--- config.mk ---
export PLATFORM = sky130hd
export DESIGN_NAME = hazard_ctrl
export DESIGN_NICKNAME = d
export VERILOG_FILES = /design/src/rtl/hazard_ctrl.sv
export SDC_FILE = /design/constraint.sdc
export NUM_CORES = 1
export LEC_CHECK = 0
export BUFFER_PORTS_ARGS = -buffer_cell sky130_fd_sc_hd__buf_2
export CORE_UTILIZATION = 57
export CTS_CLUSTER_DIAMETER = 80
export CTS_CLUSTER_SIZE = 20
export DETAILED_ROUTE_END_ITERATION = 10
export PLACE_DENSITY = 0.88
export SLEW_MARGIN = 40
export SYNTH_ARGS = -nofsm -noshare
export SYNTH_HDL_FRONTEND = slang
export SYNTH_SLANG_ARGS = --single-unit
--- constraint.sdc ---
create_clock -name clk_i -period 3.1 [get_ports clk_i]
set_input_delay 0.62 -clock clk_i [delete_from_list [all_inputs] [get_ports clk_i]]
set_output_delay 0.62 -clock clk_i [all_outputs]
set_load 0.005 [all_outputs]
--- src/rtl/hazard_ctrl.sv ---
// Pipeline hazard controller: load-use stalls, branch flushes, memory-wait freeze,
// saturating stall/flush event counters and a sticky memory-timeout flag.
module hazard_ctrl #(
  parameter int CNT_W   = 16,
  parameter int TIMEOUT = 64
) (
  input  logic             clk_i,
  input  logic             start_i,
  input  logic             memstall_i,
  input  logic             IDEX_MemRead_i,
  input  logic [4:0]       IDEX_RdAddr_i,
  input  logic [4:0]       IFID_RS1_i,
  input  logic [4:0]       IFID_RS2_i,
  input  logic             Branch_i,
  output logic             PCWrite_o,
  output logic             IFID_Stall_o,
  output logic             IFID_Flush_o,
  output logic             NoOp_o,
  output logic             Global_stall_o,
  output logic [1:0]       state_o,
  output logic [CNT_W-1:0] stall_cnt_o,
  output logic [CNT_W-1:0] flush_cnt_o,
  output logic             err_o
);

  localparam int WAIT_W = $clog2(TIMEOUT + 1);
  localparam logic [WAIT_W-1:0] WAIT_TO  = WAIT_W'(TIMEOUT);
  localparam logic [WAIT_W-1:0] WAIT_ONE = WAIT_W'(1);
  localparam logic [CNT_W-1:0]  CNT_ONE  = CNT_W'(1);
  localparam logic [CNT_W-1:0]  CNT_MAX  = {CNT_W{1'b1}};

  typedef enum logic [1:0] {
    IDLE    = 2'b00,
    RUN     = 2'b01,
    MEMWAIT = 2'b10
  } state_e;

  state_e             state_q, state_d;
  logic [WAIT_W-1:0]  wait_cnt_q, wait_cnt_d;
  logic [CNT_W-1:0]   stall_cnt_q, stall_cnt_d;
  logic [CNT_W-1:0]   flush_cnt_q, flush_cnt_d;
  logic               err_q, err_d;
  logic               hazard_s;
  logic               active_s;

  assign hazard_s = IDEX_MemRead_i && (IDEX_RdAddr_i != 5'd0) &&
                    ((IDEX_RdAddr_i == IFID_RS1_i) || (IDEX_RdAddr_i == IFID_RS2_i));

  // Mealy control outputs; while start_i is low the IDLE values are forced
  always_comb begin
    PCWrite_o      = 1'b0;
    IFID_Stall_o   = 1'b0;
    IFID_Flush_o   = 1'b0;
    NoOp_o         = 1'b0;
    Global_stall_o = 1'b0;
    if (!start_i) begin
      IFID_Flush_o = 1'b1;
    end else begin
      case (state_q)
        RUN, MEMWAIT: begin
          if (memstall_i) begin
            Global_stall_o = 1'b1;
          end else if (hazard_s) begin
            IFID_Stall_o = 1'b1;
            NoOp_o       = 1'b1;
          end else if (Branch_i) begin
            PCWrite_o    = 1'b1;
            IFID_Flush_o = 1'b1;
          end else begin
            PCWrite_o = 1'b1;
          end
        end
        default: IFID_Flush_o = 1'b1;
      endcase
    end
  end

  // Next-state, wait timer, event counters and sticky timeout flag
  always_comb begin
    state_d     = state_q;
    wait_cnt_d  = wait_cnt_q;
    stall_cnt_d = stall_cnt_q;
    flush_cnt_d = flush_cnt_q;
    err_d       = err_q || (wait_cnt_q == WAIT_TO);
    case (state_q)
      IDLE: state_d = RUN;
      RUN: begin
        if (memstall_i) begin
          state_d    = MEMWAIT;
          wait_cnt_d = '0;
        end else begin
          state_d = RUN;
        end
      end
      MEMWAIT: begin
        if (memstall_i) begin
          state_d = MEMWAIT;
          if (wait_cnt_q != WAIT_TO) begin
            wait_cnt_d = wait_cnt_q + WAIT_ONE;
          end else begin
            wait_cnt_d = wait_cnt_q;
          end
        end else begin
          state_d = RUN;
        end
      end
      default: state_d = IDLE;
    endcase
    // IDLE's forced flush is excluded from the event counts
    active_s = (state_q == RUN) || (state_q == MEMWAIT);
    if (active_s && !PCWrite_o && (stall_cnt_q != CNT_MAX)) begin
      stall_cnt_d = stall_cnt_q + CNT_ONE;
    end else begin
      stall_cnt_d = stall_cnt_q;
    end
    if (active_s && IFID_Flush_o && (flush_cnt_q != CNT_MAX)) begin
      flush_cnt_d = flush_cnt_q + CNT_ONE;
    end else begin
      flush_cnt_d = flush_cnt_q;
    end
  end

  // State register with synchronous active-low reset
  always_ff @(posedge clk_i) begin
    if (!start_i) begin
      state_q     <= IDLE;
      wait_cnt_q  <= '0;
      stall_cnt_q <= '0;
      flush_cnt_q <= '0;
      err_q       <= 1'b0;
    end else begin
      state_q     <= state_d;
      wait_cnt_q  <= wait_cnt_d;
      stall_cnt_q <= stall_cnt_d;
      flush_cnt_q <= flush_cnt_d;
      err_q       <= err_d;
    end
  end

  assign state_o     = state_q;
  assign stall_cnt_o = stall_cnt_q;
  assign flush_cnt_o = flush_cnt_q;
  assign err_o       = err_q;

endmodule

Word level (Yosys, flattened, before mapping):

Cells that the tools add are included.

* input port bits: 20
* logic and storage cells: 56
* flip-flop bits (word level): 42

* multiplexer cells: 22
* $add $sub $neg: 3
* reductions and logical operators: 15
* equality and inequality tests: 11

Operators with widths (count)
* $add A16 B1 Y16 const B: 2
* $ne A16 B16 Y1 const B: 2
* $mux W7: 3
* $mux W1: 16
* $pmux W7 S2: 1
* $eq A5 B5 Y1: 2
* $add A7 B1 Y7 const B: 1
* $eq A7 B7 Y1 const B: 1
* $ne A7 B7 Y1 const B: 1
* $logic_and A1 B1 Y1: 6
* $ne A2 B2 Y1 const B: 3
* $reduce_bool A5 Y1: 1
* $pmux W2 S2: 1
* $reduce_and A4 Y1: 1
* $logic_or A1 B1 Y1: 3
* $eq A2 B1 Y1 const B: 1
* $eq A2 B2 Y1 const B: 1
* $logic_not A2 Y1: 1
* $mux W2: 1
* $reduce_bool A2 Y1: 1
* $reduce_or A2 Y1: 1
* $logic_not A1 Y1: 1

Depth between registers and ports, before layout:

* word-level depth: 10
* depth in mapped cells: 10

Least setup slack after synthesis:

No wires, ideal clock.

* kind: input to output
* start: input port IDEX_RdAddr_i[3]
* end: output port NoOp_o
* buffers on the path: 1
* path slack: 0.625 ns
* cell stages on the path: 6
* arrival: 1.855 ns
* cells stage by stage: xor2_1 -> nor3_1 -> a22oi_2 -> or2_2 -> nor3_1 -> buf_4

* longest elaborated chain between the ends: 7

Ends and longest elaborated chain
* start, declared: line 11 `input logic [4:0] IDEX_RdAddr_i,`
* $eq A5 B5 Y1 / $reduce_bool A5 Y1 (equally long branches): line 47, 46
* $logic_or A1 B1 Y1 / $logic_and A1 B1 Y1 (equally long branches): line 47, 46
* $logic_and A1 B1 Y1 *: line 46 `assign hazard_s = IDEX_MemRead_i && (IDEX_RdAddr_i != 5'd0) &&`
* $mux W1 * (4 in series)
* end, declared: line 18 `output logic NoOp_o,`

Mark *: on every way between the ends. The rest lies on a longest branch, timed or not.

Worst setup path in the final report:

* start: register state_q[1] (netlist: state_o[1])
* end: output port PCWrite_o

* longest elaborated chain between the ends: 4

Ends and longest elaborated chain
* start, declared: line 38 `state_e state_q, state_d;`
* start signal, assigned: line 132 `state_q <= state_d;`
* $eq A2 B1 Y1 / $eq A2 B2 Y1 (equally long branches): line 59 `case (state_q)`
* $reduce_or A2 Y1 (no line) *
* $mux W1 *: line 59
* $mux W1 *: line 56 `if (!start_i) begin`
* end, declared: line 15 `output logic PCWrite_o,`

Marked as above.

==> metrics.txt <==
met1 global-route usage=0.298; share of synthesized area occupied by flip-flops and latches=0.368; number of placed I/O pins=60; Setup Fix Bufs, Post-CTS=0; DP Area=2590 sq um; worst hold slack after final layout=0.482 ns; total number of vias=2094; clock tree buffer depth=2; Vert. Die Dim=65.3 um; dpl hpwl=3.56 mm; largest net degree at the start of global routing=34; number of buffers inserted during clock tree synthesis=5; predominant post-synthesis flop cell=sky130_fd_sc_hd__dfxtp_1; met3 global-route usage=0.0521; drt via density=5.51; final number of hold-violating endpoints=0; Max-slew headroom=0.612; Post-CTS Hold Buffers=0; total die area=4270 sq um; part of the cycle the worst path needs=0.855; Yosys reg bits=42; setup TNS=0 ns; number of distinct library cells after synthesis=46; Critical Path Start Type=flip-flop; final wirelength=4.98 mm; grt met2 use=0.429; Mean Syn Cell Area=8.40 sq um; antenna violations before repair=0; Final Instance Count excl. Fillers=380; placement row count=22; clock period minus final worst setup slack=2.65 ns; Worst Path Buf+Inv=3; min-delay worst type=flip-flop to flip-flop; synthesis warning total=0; DRC errors left=0; Worst-path clk slew=0.08 ns; Arrival @ worst endpoint=2.03 ns; post-synthesis async set-or-reset flop share=0; pre-CTS worst setup slack=0.462 ns; net switching share of the total power=0.287; logic depth of the worst setup path including buffers=7; CP Max Fanout=13; transition time of the tightest slew-check pin=0.579 ns; Syn Std Cell Area=2280 sq um; post-route antenna net violation count=0; fraction of final layout cells with drive strength greater than 1=0.232; routed wire length per instance=13.1 um; worst path setup slack after routing=0.450 ns; post-route cell area=2680 sq um; Synth Net Count=300; most common cell after layout, fill and taps aside=sky130_fd_sc_hd__buf_2; dominant delay contributor by cell family on the critical path=buffers and inverters; drt initial violations=172; endpoint required time on the critical path=2.48 ns; RD Place Congestion=0.798; Critical Path Sink Type=output port; area of the core region=3740 sq um; share of power burned in the clock network=0.324; upper clock frequency limit=377 MHz; clock network latency to the later pin of the worst-skew pair=0.30 ns; Pins Over Slew Limit=0; total grt overflow=0; Diodes inserted=0; clock tree from TritonCTS=built; count of endpoints failing setup in the final report=0; instance count along the most critical hold path=2; number of placed instances with taps included=372; wire length of the first global-routing pass=8.18 mm; Leakage=1.16 nW; critical path start-end classification=flip-flop to output port; number of global-route vias before repair=1845; Logic pwr share=0.167; power dissipated by switching net loads=0.000326 W; Synth area leaders=sky130_fd_sc_hd__dfxtp_1, sky130_fd_sc_hd__xor2_1, sky130_fd_sc_hd__nor2_1; commonest non-fill, non-tap cells in the layout=sky130_fd_sc_hd__buf_2, sky130_fd_sc_hd__nor2_1, sky130_fd_sc_hd__dfxtp_1; Critical Path Slowest Stage Cell=sky130_fd_sc_hd__ha_1; internal portion of total power=0.000808 W; first-pass iteration count of the detailed router=4; post-synthesis cell type with the largest combined area=sky130_fd_sc_hd__dfxtp_1; Max rail drop VDD=0.318 mV; area share of the leading cell type in the synthesized netlist=0.368; quantity of I/O buffers inserted on ports=59; Post-synth EDFFs=0; PD cells=423 nW/um^2; final worst clock skew=0.0133 ns; Largest stage delay, worst path=0.42 ns; unrepaired setup endpoints after global routing=false; depth of the worst register-to-register path=8; die outline width=65.3 um; number of levels in the clock H-tree=2; Final #Nets=359; Syn Inst Count=272; Max-Cap Viols=0; clock tree root driver cell=sky130_fd_sc_hd__clkbuf_8; relative area change from synthesis to final layout=17.4%; global route hottest layer=met2; sequential group share of total power=0.509; GRT Total Usage=0.252; CTS-repair resized insts=0; status=complete, no violations; starting density of the core=0.610; Critical Path, Cell by Cell=inv_1 -> ha_1 -> nand2_1 -> nor2_1 -> o21ai_2 -> inv_2 -> buf_2; clock sink count=42
## final cells by class
type,instances,area [sq um]
clock buffers,7,86.3
clock inverters,1,5.00
fillers,312,1060
inverters,9,33.8
multi-input cells,213,1350
flip-flops and latches,42,841
well taps,48,60.1
repair buffers,60,303
## state kept, by name (all words and copies together) (netlist names)
name / cells
err_o: 1
stall_cnt_o: 16
state_o: 2
flush_cnt_o: 16
wait_cnt_q: 7
## worst paths after layout
kind,slack [ns],start,end
worst max-delay path,0.45,state_o[1]$_SDFF_PN0_,PCWrite_o
worst min-delay path,0.48,err_o$_SDFF_PN0_,err_o$_SDFF_PN0_
worst max register to register,0.96,flush_cnt_o[0]$_SDFFE_PN0P_,flush_cnt_o[6]$_SDFFE_PN0P_
worst min register to register,0.48,err_o$_SDFF_PN0_,err_o$_SDFF_PN0_
## power groups by stage
stage | registers, W | logic, W | clock network (W)
floorplan | 0.000588 | 0.000130 | 0
global placement | 0.000589 | 0.000181 | 0
detailed placement | 0.000589 | 0.000188 | 0
CTS | 0.000576 | 0.000190 | 0.000369
global route | 0.000580 | 0.000213 | 0.000393
finish | 0.000577 | 0.000190 | 0.000368
## worst min-delay path: stages, from the launching register on
cell                      delay, ns
sky130_fd_sc_hd__dfxtp_1       0.34
sky130_fd_sc_hd__nor2_1        0.05
sky130_fd_sc_hd__nor2_1        0.07
## per-layer routing
metal  routed length, um  up-vias
li1                    -     1046
met1                2150      984
met2                2490       53
met3                 234       11
met4                 103        0
met5                   0        -
## synth_stat cells, types with 5 or more instances
| master | instances |
|---|---|
| sky130_fd_sc_hd__a21oi_1 | 7 |
| sky130_fd_sc_hd__and2_1 | 5 |
| sky130_fd_sc_hd__and3_1 | 9 |
| sky130_fd_sc_hd__dfxtp_1 | 42 |
| sky130_fd_sc_hd__ha_1 | 8 |
| sky130_fd_sc_hd__inv_1 | 7 |
| sky130_fd_sc_hd__nand2_1 | 23 |
| sky130_fd_sc_hd__nand3_1 | 16 |
| sky130_fd_sc_hd__nand4_1 | 10 |
| sky130_fd_sc_hd__nor2_1 | 42 |
| sky130_fd_sc_hd__nor3_1 | 13 |
| sky130_fd_sc_hd__o21ai_0 | 7 |
| sky130_fd_sc_hd__xnor2_1 | 16 |
| sky130_fd_sc_hd__xor2_1 | 22 |
## logic make-up (layout without fill, tap and decap cells)
group,after synthesis,in the layout,share of synthesized area
muxes,2,2,0.00876
adders and majority gates,8,8,0.0438
DFF,42,42,0.368
and+or+nand+nor,138,138,0.313
buffers and inverters,17,77,0.0394
xor gates and xnor gates,38,38,0.146
AOI/OAI and AO/OA,27,27,0.0816
## per-stage QoR
stage | total power, W | utilization
floorplan | 0.000718 | -
global placement | 0.000770 | 0.692
detailed placement | 0.000777 | 0.692
CTS | 0.00114 | 0.717
global route | 0.00119 | 0.717
finish | 0.00113 | 0.717
(Power assumes the default switching activity.)
